### src/rtl/temp_codes.vh
// Temperature code points shared by the LED mapper and the ADC sample sequencer.
// A lower ADC code means a hotter sensor; TEMP_CODE_0 is 80 C, each later point is cooler.
`ifndef TEMP_CODES_VH
`define TEMP_CODES_VH
localparam int unsigned TEMP_CODE_0 = 3550;
localparam int unsigned TEMP_CODE_1 = 3576;
localparam int unsigned TEMP_CODE_2 = 3595;
localparam int unsigned TEMP_CODE_3 = 3625;
localparam int unsigned TEMP_CODE_4 = 3643;
localparam int unsigned TEMP_CODE_5 = 3666;
`endif

### src/rtl/adc_sample_sequencer_pkg.sv
// Shared constants for the ADC sample sequencer and its averager.
//   DATA_W    : ADC result / average width
//   AVG_RESET : average value after reset (coolest code, LEDs show minimum)
//   TEMP_CODE_*: temperature code points from temp_codes.vh
package adc_sample_sequencer_pkg;
    `include "temp_codes.vh"

    localparam int unsigned       DATA_W    = 12;
    localparam logic [DATA_W-1:0] AVG_RESET = 12'd4095;
endpackage

### src/rtl/sample_averager.sv
// Accumulates 2**AVG_LOG2 samples and publishes their truncated mean.
//   clk, rst     : clock, synchronous active-high reset
//   flush        : drop the partial accumulation (average registers hold)
//   sample_valid : capture sample this cycle
//   sample       : raw ADC code
//   avg_dout     : latest average (registered)
//   avg_valid    : one-cycle pulse when avg_dout updates (registered)
//   avg_next_c   : combinational value avg_dout takes when avg_load_c is high
//   avg_load_c   : combinational, high when this edge writes avg_dout
module sample_averager
    import adc_sample_sequencer_pkg::*;
#(
    parameter int unsigned AVG_LOG2 = 3
) (
    input  logic              clk,
    input  logic              rst,
    input  logic              flush,
    input  logic              sample_valid,
    input  logic [DATA_W-1:0] sample,
    output logic [DATA_W-1:0] avg_dout,
    output logic              avg_valid,
    output logic [DATA_W-1:0] avg_next_c,
    output logic              avg_load_c
);
    localparam int unsigned ACC_W = DATA_W + AVG_LOG2;
    localparam int unsigned CNT_W = AVG_LOG2 + 1;
    localparam int unsigned LAST  = (1 << AVG_LOG2) - 1;

    logic [ACC_W-1:0] acc;
    logic [CNT_W-1:0] count;
    logic [ACC_W-1:0] sum_c;
    logic             last_c;

    // Accumulator width is sized so the full sum of a window never overflows.
    always_comb begin
        sum_c      = acc + ACC_W'(sample);
        last_c     = (count == CNT_W'(LAST));
        avg_load_c = sample_valid && last_c && !flush;
        avg_next_c = DATA_W'(sum_c >> AVG_LOG2);
    end

    always_ff @(posedge clk) begin
        if (rst) begin
            acc       <= '0;
            count     <= '0;
            avg_dout  <= AVG_RESET;
            avg_valid <= 1'b0;
        end else begin
            avg_valid <= avg_load_c;
            if (flush) begin
                acc   <= '0;
                count <= '0;
            end else if (sample_valid) begin
                if (last_c) begin
                    acc      <= '0;
                    count    <= '0;
                    avg_dout <= avg_next_c;
                end else begin
                    acc   <= sum_c;
                    count <= count + 1'b1;
                end
            end
        end
    end
endmodule

### src/rtl/adc_sample_sequencer.sv
// Periodic temperature-ADC conversion controller with averaging, an
// over-temperature flag with hysteresis and a sticky timeout error.
//   clk, rst    : clock, synchronous active-high reset
//   enable      : run the sampling loop
//   adc_req     : conversion request, high until acknowledged or timed out
//   adc_valid   : conversion complete, adc_data valid same cycle
//   adc_data    : raw conversion result
//   clear_err   : clears timeout_err (a simultaneous timeout wins)
//   avg_dout    : latest average, drives the LED mapper
//   avg_valid   : one-cycle pulse when avg_dout updates
//   overtemp    : average at/below OVERTEMP_CODE, cleared above OVERTEMP_CODE+HYST
//   timeout_err : sticky conversion-timeout error
module adc_sample_sequencer
    import adc_sample_sequencer_pkg::*;
#(
    parameter int unsigned SAMPLE_PERIOD = 50000,
    parameter int unsigned AVG_LOG2      = 3,
    parameter int unsigned TIMEOUT       = 1024,
    parameter int unsigned OVERTEMP_CODE = TEMP_CODE_0,
    parameter int unsigned HYST          = 16
) (
    input  logic              clk,
    input  logic              rst,
    input  logic              enable,
    output logic              adc_req,
    input  logic              adc_valid,
    input  logic [DATA_W-1:0] adc_data,
    input  logic              clear_err,
    output logic [DATA_W-1:0] avg_dout,
    output logic              avg_valid,
    output logic              overtemp,
    output logic              timeout_err
);
    localparam int unsigned PER_W      = (SAMPLE_PERIOD > 1) ? $clog2(SAMPLE_PERIOD) : 1;
    localparam int unsigned TO_W       = (TIMEOUT > 1) ? $clog2(TIMEOUT) : 1;
    localparam int unsigned CLEAR_CODE = OVERTEMP_CODE + HYST;

    localparam logic [1:0] ST_IDLE = 2'd0;
    localparam logic [1:0] ST_WAIT = 2'd1;
    localparam logic [1:0] ST_CONV = 2'd2;

    logic [1:0]       state_q, state_d;
    logic [PER_W-1:0] per_q, per_d;
    logic [TO_W-1:0]  to_q, to_d;
    logic             req_d, err_d, ot_d;
    logic             sample_valid_c;
    logic             timeout_c;
    logic [DATA_W-1:0] avg_next_c;
    logic             avg_load_c;

    // Next-state, counter and flag logic; enable low overrides every state.
    always_comb begin
        state_d        = state_q;
        per_d          = per_q;
        to_d           = to_q;
        err_d          = timeout_err;
        ot_d           = overtemp;
        sample_valid_c = 1'b0;
        timeout_c      = 1'b0;

        if (!enable) begin
            state_d = ST_IDLE;
        end else begin
            case (state_q)
                ST_IDLE: begin
                    state_d = ST_WAIT;
                    per_d   = PER_W'(SAMPLE_PERIOD - 1);
                end
                ST_WAIT: begin
                    if (per_q == '0) begin
                        state_d = ST_CONV;
                        to_d    = TO_W'(TIMEOUT - 1);
                    end else begin
                        per_d = per_q - 1'b1;
                    end
                end
                ST_CONV: begin
                    if (adc_valid) begin
                        sample_valid_c = 1'b1;
                        state_d        = ST_WAIT;
                        per_d          = PER_W'(SAMPLE_PERIOD - 1);
                    end else if (to_q == '0) begin
                        timeout_c = 1'b1;
                        state_d   = ST_WAIT;
                        per_d     = PER_W'(SAMPLE_PERIOD - 1);
                    end else begin
                        to_d = to_q - 1'b1;
                    end
                end
                default: state_d = ST_IDLE;
            endcase
        end

        req_d = (state_d == ST_CONV);

        if (timeout_c) begin
            err_d = 1'b1;
        end else if (clear_err) begin
            err_d = 1'b0;
        end

        // Hysteresis evaluated on the average being written this edge.
        if (avg_load_c) begin
            if (32'(avg_next_c) <= OVERTEMP_CODE) begin
                ot_d = 1'b1;
            end else if (32'(avg_next_c) > CLEAR_CODE) begin
                ot_d = 1'b0;
            end
        end
    end

    always_ff @(posedge clk) begin
        if (rst) begin
            state_q     <= ST_IDLE;
            per_q       <= '0;
            to_q        <= '0;
            adc_req     <= 1'b0;
            timeout_err <= 1'b0;
            overtemp    <= 1'b0;
        end else begin
            state_q     <= state_d;
            per_q       <= per_d;
            to_q        <= to_d;
            adc_req     <= req_d;
            timeout_err <= err_d;
            overtemp    <= ot_d;
        end
    end

    sample_averager #(
        .AVG_LOG2(AVG_LOG2)
    ) u_avg (
        .clk         (clk),
        .rst         (rst),
        .flush       (!enable),
        .sample_valid(sample_valid_c),
        .sample      (adc_data),
        .avg_dout    (avg_dout),
        .avg_valid   (avg_valid),
        .avg_next_c  (avg_next_c),
        .avg_load_c  (avg_load_c)
    );
endmodule

### config.mk
export PLATFORM = sky130hd
export DESIGN_NAME = adc_sample_sequencer
export DESIGN_NICKNAME = d
export VERILOG_FILES = /design/src/rtl/adc_sample_sequencer_pkg.sv /design/src/rtl/sample_averager.sv /design/src/rtl/adc_sample_sequencer.sv
export VERILOG_INCLUDE_DIRS = /design/src /design/src/rtl
export SDC_FILE = /design/constraint.sdc
export NUM_CORES = 1
export LEC_CHECK = 0
export CAP_MARGIN = 25
export CORE_MARGIN = 2
export CORE_UTILIZATION = 66
export DETAILED_ROUTE_END_ITERATION = 6
export DONT_BUFFER_PORTS = 1
export GPL_TIMING_DRIVEN = 0
export PLACE_DENSITY_LB_ADDON = 0.2
export SLEW_MARGIN = 0
export SYNTH_ARGS = -nofsm -noshare
export SYNTH_HDL_FRONTEND = slang
export SYNTH_HIERARCHICAL = 1
export SYNTH_SLANG_ARGS = --single-unit
### constraint.sdc
create_clock -name clk -period 6.8 [get_ports clk]
set_input_delay 1.7 -clock clk [delete_from_list [all_inputs] [get_ports clk]]
set_output_delay 1.7 -clock clk [all_outputs]
set_load 0.01 [all_outputs]
==> flow_metrics.tcl, run 1 <==
set metrics [dict create \
    status "completed" \
    start_kind "input pin" \
    worstHoldStart "u_avg/count[3]$_SDFFE_PP0P_" \
    hold_class "reg2reg" \
    rr_worst_depth 11 \
    path_max_fanout 10 \
    ios 33 \
    worst-path-stages 8 \
    stdcell_area_um2 3986 \
    drt_iter0_drc 187 \
    power.density_nw_per_um2 212.3 \
    core_area_um2 5439 \
    synth_top_area_share_pct 34.34 \
    crit_start "adc_data[0]" \
    cpLargestDelayFamily "compound AO/OA/AOI/OAI gates" \
    ff2ff_setup_slack_ns 4.21 \
    slowest_stage "a2111oi_1" \
    grt_pass1_wl_um 14170 \
    slew_headroom_pct 43.07 \
    die_w_um 78.59 \
    overflow 0 \
    drc 0 \
    ir_drop_mv 0.1803 \
    vias_per_cell 6.375 \
    min_to "u_avg/count[3]$_SDFFE_PP0P_" \
    cp_slowest_stage_delay_ns 0.44 \
    setup_viol 0 \
    gp_congestion 0.9437 \
    area_growth_pct 8.552 \
    num_vias 3232 \
    grt_antenna_before_repair 0 \
    r2r-start "state_q[0]$_SDFF_PP0_" \
    synth_area_per_cell_um2 8.764 \
    wl_met2_um 3917 \
    die_h_um 78.59 \
    grt.total_usage_pct 28.77 \
    grt_max_degree 13 \
    fin_crit_ns 3.546 \
    clock_insertion_delay_worst_skew_ns 0.34 \
    io_buffers 0 \
    crit_path_end_kind "flop" \
    cap_violations 0 \
    yosys.area.top_type "dfxtp_1" \
    n_antenna_cell 0 \
    syn_inst 419 \
    crit_required_ns 7.00 \
    synth.area.top_cells "dfxtp_1, ha_1, a21oi_1" \
    fin_nets 463 \
    grt_pass1_vias 3038 \
    final_layout_size_suffix_gt1_share_pct 11.95 \
    cts.clk_slew.worst_paths_ns 0.07 \
    wl_per_cell_um 16.50 \
    timing.final.crit_share_pct 52.15 \
    wl_met1_um 3766 \
    fmaxAchievable_mhz 282.0 \
    hold_path_depth 2 \
    clockBufferDepth 2 \
    synthFlopType "dfxtp_1" \
    regArea_um2 1261 \
    cts_tree "built" \
    met3WireLength_um 558 \
    cp_num_buf_inv 0 \
    cp.arrival_ns 3.75 \
    multi_input_area_um2 2253 \
    cts.sinks 63 \
    ys_ff_latch 63 \
    synthesis.area_um2 3672 \
    antenna_left 0 \
    ctsResizeCount 0 \
    postCtsSetupBuffers 0 \
    ys_types 79 \
    rows 27 \
    routed.top_layer "met4" \
    cts_made_buffers 9 \
    leakagePower_nw 1.572 \
    fillerInstances 396 \
    syn_nets 452 \
    die-area_um2 6176 \
    place_area_um2 3762 \
    first_pass_iters 5 \
    place_hpwl_um 5960 \
    htreeDepth 3 \
    tns_ns 0 \
    synth-edff-count 0 \
    root_buffer "clkbuf_8" \
    reg2reg_to "overtemp$_SDFFE_PP0P_" \
    ctsHoldBuffers 0 \
    ys_seq_area_share_pct 34.34 \
    wl_um 8366 \
    hold_violations 0 \
    synthArstFlopShare_pct 0 \
    finalClockSkew_ns 0.01184 \
    start_util_pct 67.52 \
    worst-setup-path-type "in2reg" \
    rsz0062_at_grt "false" \
    drv_slew 0 \
    yosys_warnings 6 \
    worstMarginPinSlew_ns 0.8447 \
    cp_cell_sequence "ha_1 -> fa_1 -> a21oi_1 -> o22ai_2 -> o221ai_1 -> a21oi_2 -> a2111oi_1 -> a311oi_1" \
]
[worst max path at each step]
stage	end	slack, ns
2_1_floorplan	overtemp$_SDFFE_PP0P_	3.18
3_3_place_gp	u_avg/avg_dout[11]$_SDFFE_PP1P_	2.98
3_5_place_dp	overtemp$_SDFFE_PP0P_	2.96
4_1_cts	overtemp$_SDFFE_PP0P_	3.26
5_1_grt	u_avg/avg_dout[11]$_SDFFE_PP1P_	3.07
6_report	u_avg/avg_dout[11]$_SDFFE_PP1P_	3.25
[logic make-up (layout without fill, tap and decap cells)]
family | after synthesis | after routing | synth area share (%)
simple gates | 150 | 150 | 22.45
compound gates | 132 | 132 | 27.91
flops | 63 | 63 | 34.34
buf+inv | 36 | 52 | 4.293
xor+xnor | 19 | 19 | 4.532
fa+ha+maj | 16 | 16 | 5.656
mux | 3 | 3 | 0.8177
[per-layer routing]
| layer | vias to the layer above | global-route usage [%] |
|---|---|---|
| met4 | 0 | 10.00 |
| met5 | - | 0 |
| met1 | 1494 | 37.55 |
| met2 | 128 | 47.78 |
| li1 | 1595 | - |
| met3 | 15 | 5.172 |
[per-stage QoR]
| step | power, mW | cells | worst slack, ns | util (%) | hold slack [ns] |
|---|---|---|---|---|---|
| floorplan | 0.4648 | 419 | 3.180 | - | 0.4314 |
| detailed placement | 0.4835 | 491 | 2.959 | 69.17 | 0.4558 |
| finish | 0.8461 | 507 | 3.254 | 73.29 | 0.4703 |
| global route | 0.8780 | 507 | 3.073 | 73.29 | 0.4959 |
| global placement | 0.4811 | 491 | 2.975 | 69.17 | 0.4470 |
| CTS | 0.8472 | 507 | 3.265 | 73.29 | 0.4724 |
[cells in the final DEF (no fill, tap or decap), types with 10 or more instances in the layout]
| cell | n |
|---|---|
| xnor2_1 | 10 |
| nor3_1 | 16 |
| a21oi_1 | 37 |
| inv_1 | 17 |
| nand2_1 | 31 |
| nor2_1 | 38 |
| clkbuf_1 | 12 |
| clkbuf_8 | 11 |
| dfxtp_1 | 63 |
| ha_1 | 15 |
[flip-flops by register name, summed over array words and instances (netlist names)]
name,cells
u_avg/avg_valid,1
adc_req,1
u_avg/avg_dout,12
state_q,2
per_q,16
to_q,10
u_avg/count,4
u_avg/acc,15
timeout_err,1
overtemp,1
[final cells by class]
cell class / count / share of cell area, %
Buffer: 19 / 2.354
Clock buffer: 13 / 3.986
Clock inverter: 3 / 1.632
Inverter: 17 / 1.601
Multi-Input combinational cell: 320 / 56.53
Sequential cell: 63 / 31.64
Tap cell: 72 / 2.260
[tightest hold or removal path, stage by stage, from the launching register on]
cell,delay (ns)
dfxtp_1,0.31
nand2_1,0.06
a21oi_1,0.05
[power breakdown]
part | leakage (nW) | total (mW) | internal, mW | switching [mW]
Clock | 0.114 | 0.367 | 0.226 | 0.141
Sequential | 0.511 | 0.388 | 0.377 | 0.0106
Combinational | 0.947 | 0.0913 | 0.0344 | 0.0569
[cell usage after synthesis, types with 7 or more instances]
library cell	count
clkbuf_1	10
inv_1	17
a21oi_1	37
nand3_1	7
ha_1	15
o21ai_0	7
xor2_1	9
nor2_1	38
a31oi_1	7
nor3_1	16
nand2_1	31
xnor2_1	10
dfxtp_1	63
Note: power is estimated with default switching activity, not from simulation.
==> inputs of run 2 (changes only) <==
ABC_AREA = 1   (was unset)
CORE_UTILIZATION = 64   (was 66)
clock period = 3.35 ns   (was 6.8 ns; I/O delays follow)
==> run 2 against run 1 <==
Clock skew is 0.0026 ns lower. Sequential share of layout area is 2.7 points lower. Total power is 110% higher. Critical path depth is 6 higher. Via count is 21% higher. Synthesized cell count is 50% higher. Routed wire length is 8.5% higher. Design area is 9.2% higher. Highest routed layer unchanged.
==> flow_metrics.tcl, run 2 <==
set metrics [dict create \
    status "completed" \
    fmaxAchievable_mhz 377.8 \
    ys_top_cells_by_count "nand2_1, nor2_1, inv_1, dfxtp_1, nand3_1" \
    grt_max_degree 13 \
    drc 0 \
    core_area_um2 6241 \
    drv_slew 0 \
    grt_pass1_wl_um 15490 \
    stdcell_area_um2 4353 \
    cap_violations 0 \
    largest-register "per_q" \
    worst-setup-path-type "in2reg" \
    finalWorstSetupSlack_ns 0.7031 \
    syn_nets 661 \
    grt_antenna_before_repair 0 \
    cts_tree "built" \
    start_util_pct 65.06 \
    ctsHoldBuffers 0 \
    ys_ff_latch 63 \
    io_buffers 0 \
    wl_per_cell_um 12.59 \
    timing.final.crit_share_pct 79.01 \
    die_h_um 83.65 \
    place_area_um2 4156 \
    area_growth_pct 7.211 \
    synth.area.top_cells "dfxtp_1, nand2_1, nand3_1" \
    first_pass_iters 5 \
    leakagePower_nw 1.968 \
    n_antenna_cell 0 \
    synthArstFlopShare_pct 0 \
    setup_viol 0 \
    finish.utilization_pct 69.75 \
    grt_pass1_vias 3595 \
    synthesis.area_um2 4060 \
    cp.arrival_ns 2.90 \
    layout_commonest_cell "nand2_1" \
    hold_class "reg2reg" \
    num_vias 3909 \
    root_buffer "clkbuf_8" \
    ir_drop_mv 0.3067 \
    largest_registers "per_q: 16 flops, u_avg/acc: 15 flops, u_avg/avg_dout: 12 flops" \
    overflow 0 \
    postCtsSetupBuffers 0 \
    largest_register_ff_count 16 \
    hold_slack_ns 0.4742 \
    ys_types 37 \
    power.density_nw_per_um2 416.0 \
    place_hpwl_um 6651 \
    vias_per_cell 5.422 \
    power.total_mw 1.811 \
    yosys.area.top_type "dfxtp_1" \
    synth-edff-count 0 \
    cts.clk_slew.worst_paths_ns 0.08 \
    crit_required_ns 3.60 \
    final_layout_size_suffix_gt1_share_pct 12.89 \
    synth_top_area_share_pct 31.06 \
    gp_congestion 0.9180 \
    place_ws_ns 0.3911 \
    slew_headroom_pct 56.99 \
    htreeDepth 3 \
    grt.total_usage_pct 26.82 \
    synthFlopType "dfxtp_1" \
    drt_iter0_drc 286 \
    stdcell_count 721 \
    wl_um 9075 \
    syn_inst 628 \
    die_w_um 83.65 \
    cts_made_buffers 9 \
    clockBufferDepth 2 \
    ys_seq_area_share_pct 31.06 \
    finalClockSkew_ns 0.009189 \
    hold_violations 0 \
    clock_insertion_delay_worst_skew_ns 0.35 \
    ctsResizeCount 0 \
    yosys_warnings 6 \
    yosysMostFrequentCell "nand2_1" \
    cts.sinks 63 \
    fin_crit_ns 2.647 \
    fin_nets 672 \
    tns_ns 0 \
    antenna_left 0 \
    rows 29 \
    worstMarginPinSlew_ns 0.6452 \
    rsz0062_at_grt "false" \
    crit_path_end_kind "flop" \
    synth_area_per_cell_um2 6.465 \
    ios 33 \
    die-area_um2 6997 \
    mostFrequentLayoutCells "nand2_1, nor2_1, inv_1" \
    placedCellCount 705 \
    start_kind "input pin" \
    path_max_fanout 3 \
]
run 2: changes by cell type in the layout (fill, tap and decap cells not counted), moves of 7 or more:
| cell | change |
|---|---|
| clkbuf_1 | -8 |
| a21oi_2 | +22 |
| inv_1 | +51 |
| nand3_1 | +48 |
| nand2_2 | +7 |
| nor3_1 | -12 |
| nand2_1 | +178 |
| xnor2_1 | -10 |
| nor2_1 | +35 |
| nor2_2 | +7 |
| a31oi_1 | -7 |
| and2_1 | +7 |
run 2: where the power goes:
| group | switching, mW | internal, mW | total, mW |
|---|---|---|---|
| Sequential | 0.0303 | 0.778 | 0.808 |
| Combinational | 0.216 | 0.114 | 0.330 |
| Clock | 0.329 | 0.344 | 0.673 |
| Total | 0.574 | 1.24 | 1.81 |
run 2: worst max-delay path: stages:
cell and delay, ns:
ha_1 0.20, fa_1 0.38, nand2_1 0.14, nand2_1 0.08
nand3_1 0.08, nand2_1 0.10, xor2_1 0.32, nand2_1 0.09
nor2_1 0.16, nand3b_1 0.10, a21oi_1 0.15, nand2_1 0.07
a21oi_1 0.12, nor2_1 0.05
run 2: final cells by class:
| type | instances | area [µm²] |
|---|---|---|
| buffer | 16 | 113.9 |
| clock buffer | 9 | 123.9 |
| clock inverter | 7 | 72.57 |
| fill | 546 | 1888 |
| inverter | 74 | 277.8 |
| multi-input combinational | 475 | 2407 |
| sequential | 63 | 1261 |
| tap | 77 | 96.34 |
run 2: worst paths after layout:
path                             startpoint                   endpoint  slack, ns  depth (start not counted)
hold reg to reg   u_avg/acc[0]$_SDFFE_PP0P_  u_avg/acc[0]$_SDFFE_PP0P_       0.47                          2
setup / recovery                adc_data[0]      overtemp$_SDFFE_PP0P_       0.70                         14
setup reg to reg  u_avg/acc[0]$_SDFFE_PP0P_      overtemp$_SDFFE_PP0P_       0.88                         14
hold / removal    u_avg/acc[0]$_SDFFE_PP0P_  u_avg/acc[0]$_SDFFE_PP0P_       0.47                          2
run 2: cells by family after synthesis:
group                      after synthesis  synth area share, %
AOI/OAI and AO/OA                       67                10.69
and+or+nand+nor                        385                41.60
adders and majority gates               16                5.116
xor gates and xnor gates                 7                1.880
buffers and inverters                   90                9.645
DFF                                     63                31.06
run 2: metal layers:
layer,wire [µm],GRT usage (%)
met1,4211,36.12
met4,150,10.56
met2,4016,42.18
met5,0,0
met3,697,5.539
==> inputs of run 3 (changes only) <==
ABC_AREA = 0   (was 1)
CORE_UTILIZATION = 57   (was 64)
clock period = 2.4 ns   (was 3.35 ns; I/O delays follow)
==> run 3 against run 2 <==
Total power grew 33%. Register-to-register slack got worse by 0.78 ns. Routed wire length shrank 4.5%. Clock-buffer cell count up 4. Hold slack improved by 0.0027 ns. Via count fell by 14%.
==> flow_metrics.tcl, run 3 (synthesis gave the netlist of run 1 again) <==
set metrics [dict create \
    clockBufferDepth 2 \
    drc 0 \
    fin_crit_ns 2.303 \
    cts.clk_slew.worst_paths_ns 0.07 \
    r2r-start "u_avg/acc[0]$_SDFFE_PP0P_" \
    cap_violations 0 \
    ios 33 \
    status "completed" \
    first_pass_iters 4 \
    ff2ff_setup_slack_ns 0.1 \
    cp.arrival_ns 2.51 \
    fmaxAchievable_mhz 434.2 \
    drt_iter0_drc 133 \
    area_growth_pct 13.70 \
    power.density_nw_per_um2 576.9 \
    seq_power_share_pct 45.7 \
    mostFrequentLayoutCells "dfxtp_1, nor2_1, a21oi_1" \
    finalWorstSetupSlack_ns 0.09670 \
    gp_congestion 0.8836 \
    place_ws_ns -0.3498 \
    grt.total_usage_pct 24.16 \
    slew_headroom_pct 48.91 \
    die_h_um 84.27 \
    stdcell_area_um2 4175 \
    hold_class "in2reg" \
    root_buffer "clkbuf_8" \
    start_kind "flop" \
    layout_commonest_cell "dfxtp_1" \
    crit_start "u_avg/acc[0]$_SDFFE_PP0P_" \
    start_util_pct 58.50 \
    core_area_um2 6277 \
    rr_worst_depth 10 \
    path_max_fanout 3 \
    largest-register "per_q" \
    antenna_left 0 \
    comb_power_share_pct 11.0 \
    p_switching_mw 0.5983 \
    wl_um 8663 \
    htreeDepth 3 \
    largest_register_ff_count 16 \
    p_sw_share_pct 24.84 \
    p_clk_share_pct 43.4 \
    worst-setup-path-type "reg2reg" \
    grt_pass1_vias 3044 \
    place_area_um2 3792 \
    num_vias 3356 \
    cts_tree "built" \
    timing.final.crit_share_pct 95.97 \
    cts_made_buffers 9 \
    ir_drop_mv 0.3575 \
    worstMarginPinSlew_ns 0.7580 \
    tns_ns 0 \
    hold_violations 0 \
    rsz0062_at_grt "true" \
    die_w_um 84.27 \
    grt_max_degree 16 \
    wl_per_cell_um 16.66 \
    drv_slew 0 \
    ctsHoldBuffers 0 \
    grt_pass1_wl_um 14080 \
    overflow 0 \
    n_antenna_cell 0 \
    rows 29 \
    largest_registers "per_q: 16 flops, u_avg/acc: 15 flops, u_avg/avg_dout: 12 flops" \
    p_int_mw 1.811 \
    cts.sinks 63 \
    place_hpwl_um 6042 \
    setup_viol 0 \
    hold_slack_ns 0.4769 \
    fin_nets 471 \
    clock_insertion_delay_worst_skew_ns 0.34 \
    leakagePower_nw 1.627 \
    reg2reg_to "overtemp$_SDFFE_PP0P_" \
    finalClockSkew_ns 0.006298 \
    grt_antenna_before_repair 0 \
    crit_path_end_kind "flop" \
    die-area_um2 7101 \
    fillerInstances 539 \
    crit_end "overtemp$_SDFFE_PP0P_" \
    vias_per_cell 6.454 \
    final_layout_size_suffix_gt1_share_pct 18.28 \
    io_buffers 0 \
    crit_required_ns 2.60 \
    worstHoldStart "clear_err" \
]
## run 3: cell types whose count changed in the layout (fill, tap and decap cells not counted), sizes merged, moves of 8 or more
cell	before	now
a21oi	54	38
a31oi	0	9
and2	9	1
clkbuf	13	24
inv	74	17
nand2	218	31
nand3	56	7
nor2	81	38
nor3	5	17
xnor2	0	10
## run 3: per-stage QoR
step / std cells / util [%] / power (mW)
final: 520 / 66.51 / 2.409
after global routing: 520 / 66.51 / 2.505
after CTS: 512 / 64.22 / 2.413
after detailed placement: 496 / 60.41 / 1.373
after global placement: 496 / 60.41 / 1.366
after floorplan: 419 / - / 1.318
## run 3: power groups by stage
stage          combinational (mW)  clock (mW)  sequential (mW)
4_1_cts                     0.254        1.06             1.10
5_1_grt                     0.289        1.11             1.10
6_report                    0.264        1.05             1.10
3_3_place_gp                0.247           0             1.12
2_1_floorplan               0.205           0             1.11
3_5_place_dp                0.253           0             1.12
## run 3: repair_timing
action	4_1_cts	5_1_grt
resized for setup	4	23
pin swaps	1	18
endpoints found under the setup margin	18	22
setup buffers	1	9
## run 3: metal layers
metal | vias to the layer above | share of wire (%) | track usage [%]
met5 | - | 0 | 0
met2 | 106 | 46 | 38.46
met4 | 0 | 2.0 | 8.651
met1 | 1622 | 46 | 32.07
met3 | 19 | 6.3 | 5.801
li1 | 1609 | - | -
## run 3: layout make-up
cell class | count | area, µm² | area share (%)
Multi-Input combinational cell | 320 | 2365 | 56.64
Tap cell | 77 | 96.34 | 2.307
Clock inverter | 3 | 65.06 | 1.558
Inverter | 17 | 63.81 | 1.528
Sequential cell | 63 | 1264 | 30.27
Timing Repair Buffer | 10 | 72.57 | 1.738
Clock buffer | 13 | 158.9 | 3.806
Buffer | 17 | 90.09 | 2.158
## run 3: worst min path at each step
stage	slack, ns	to	cells past startpoint
after floorplan	0.43	u_avg/acc[11]$_SDFFE_PP0P_	2
after global placement	0.46	u_avg/count[3]$_SDFFE_PP0P_	2
after detailed placement	0.47	u_avg/count[3]$_SDFFE_PP0P_	2
after CTS	0.48	timeout_err$_SDFFE_PP0P_	3
after global routing	0.49	timeout_err$_SDFFE_PP0P_	3
final	0.48	timeout_err$_SDFFE_PP0P_	3
## run 3: critical path, cell delays in order (launching register included)
cell      delay [ns]
dfxtp_2         0.33
ha_4            0.16
fa_2            0.40
a21oi_2         0.18
o22ai_2         0.13
nor2_2          0.19
o21ai_0         0.12
xor2_1          0.29
nand3_1         0.13
nor2_1          0.15
a211oi_2        0.08
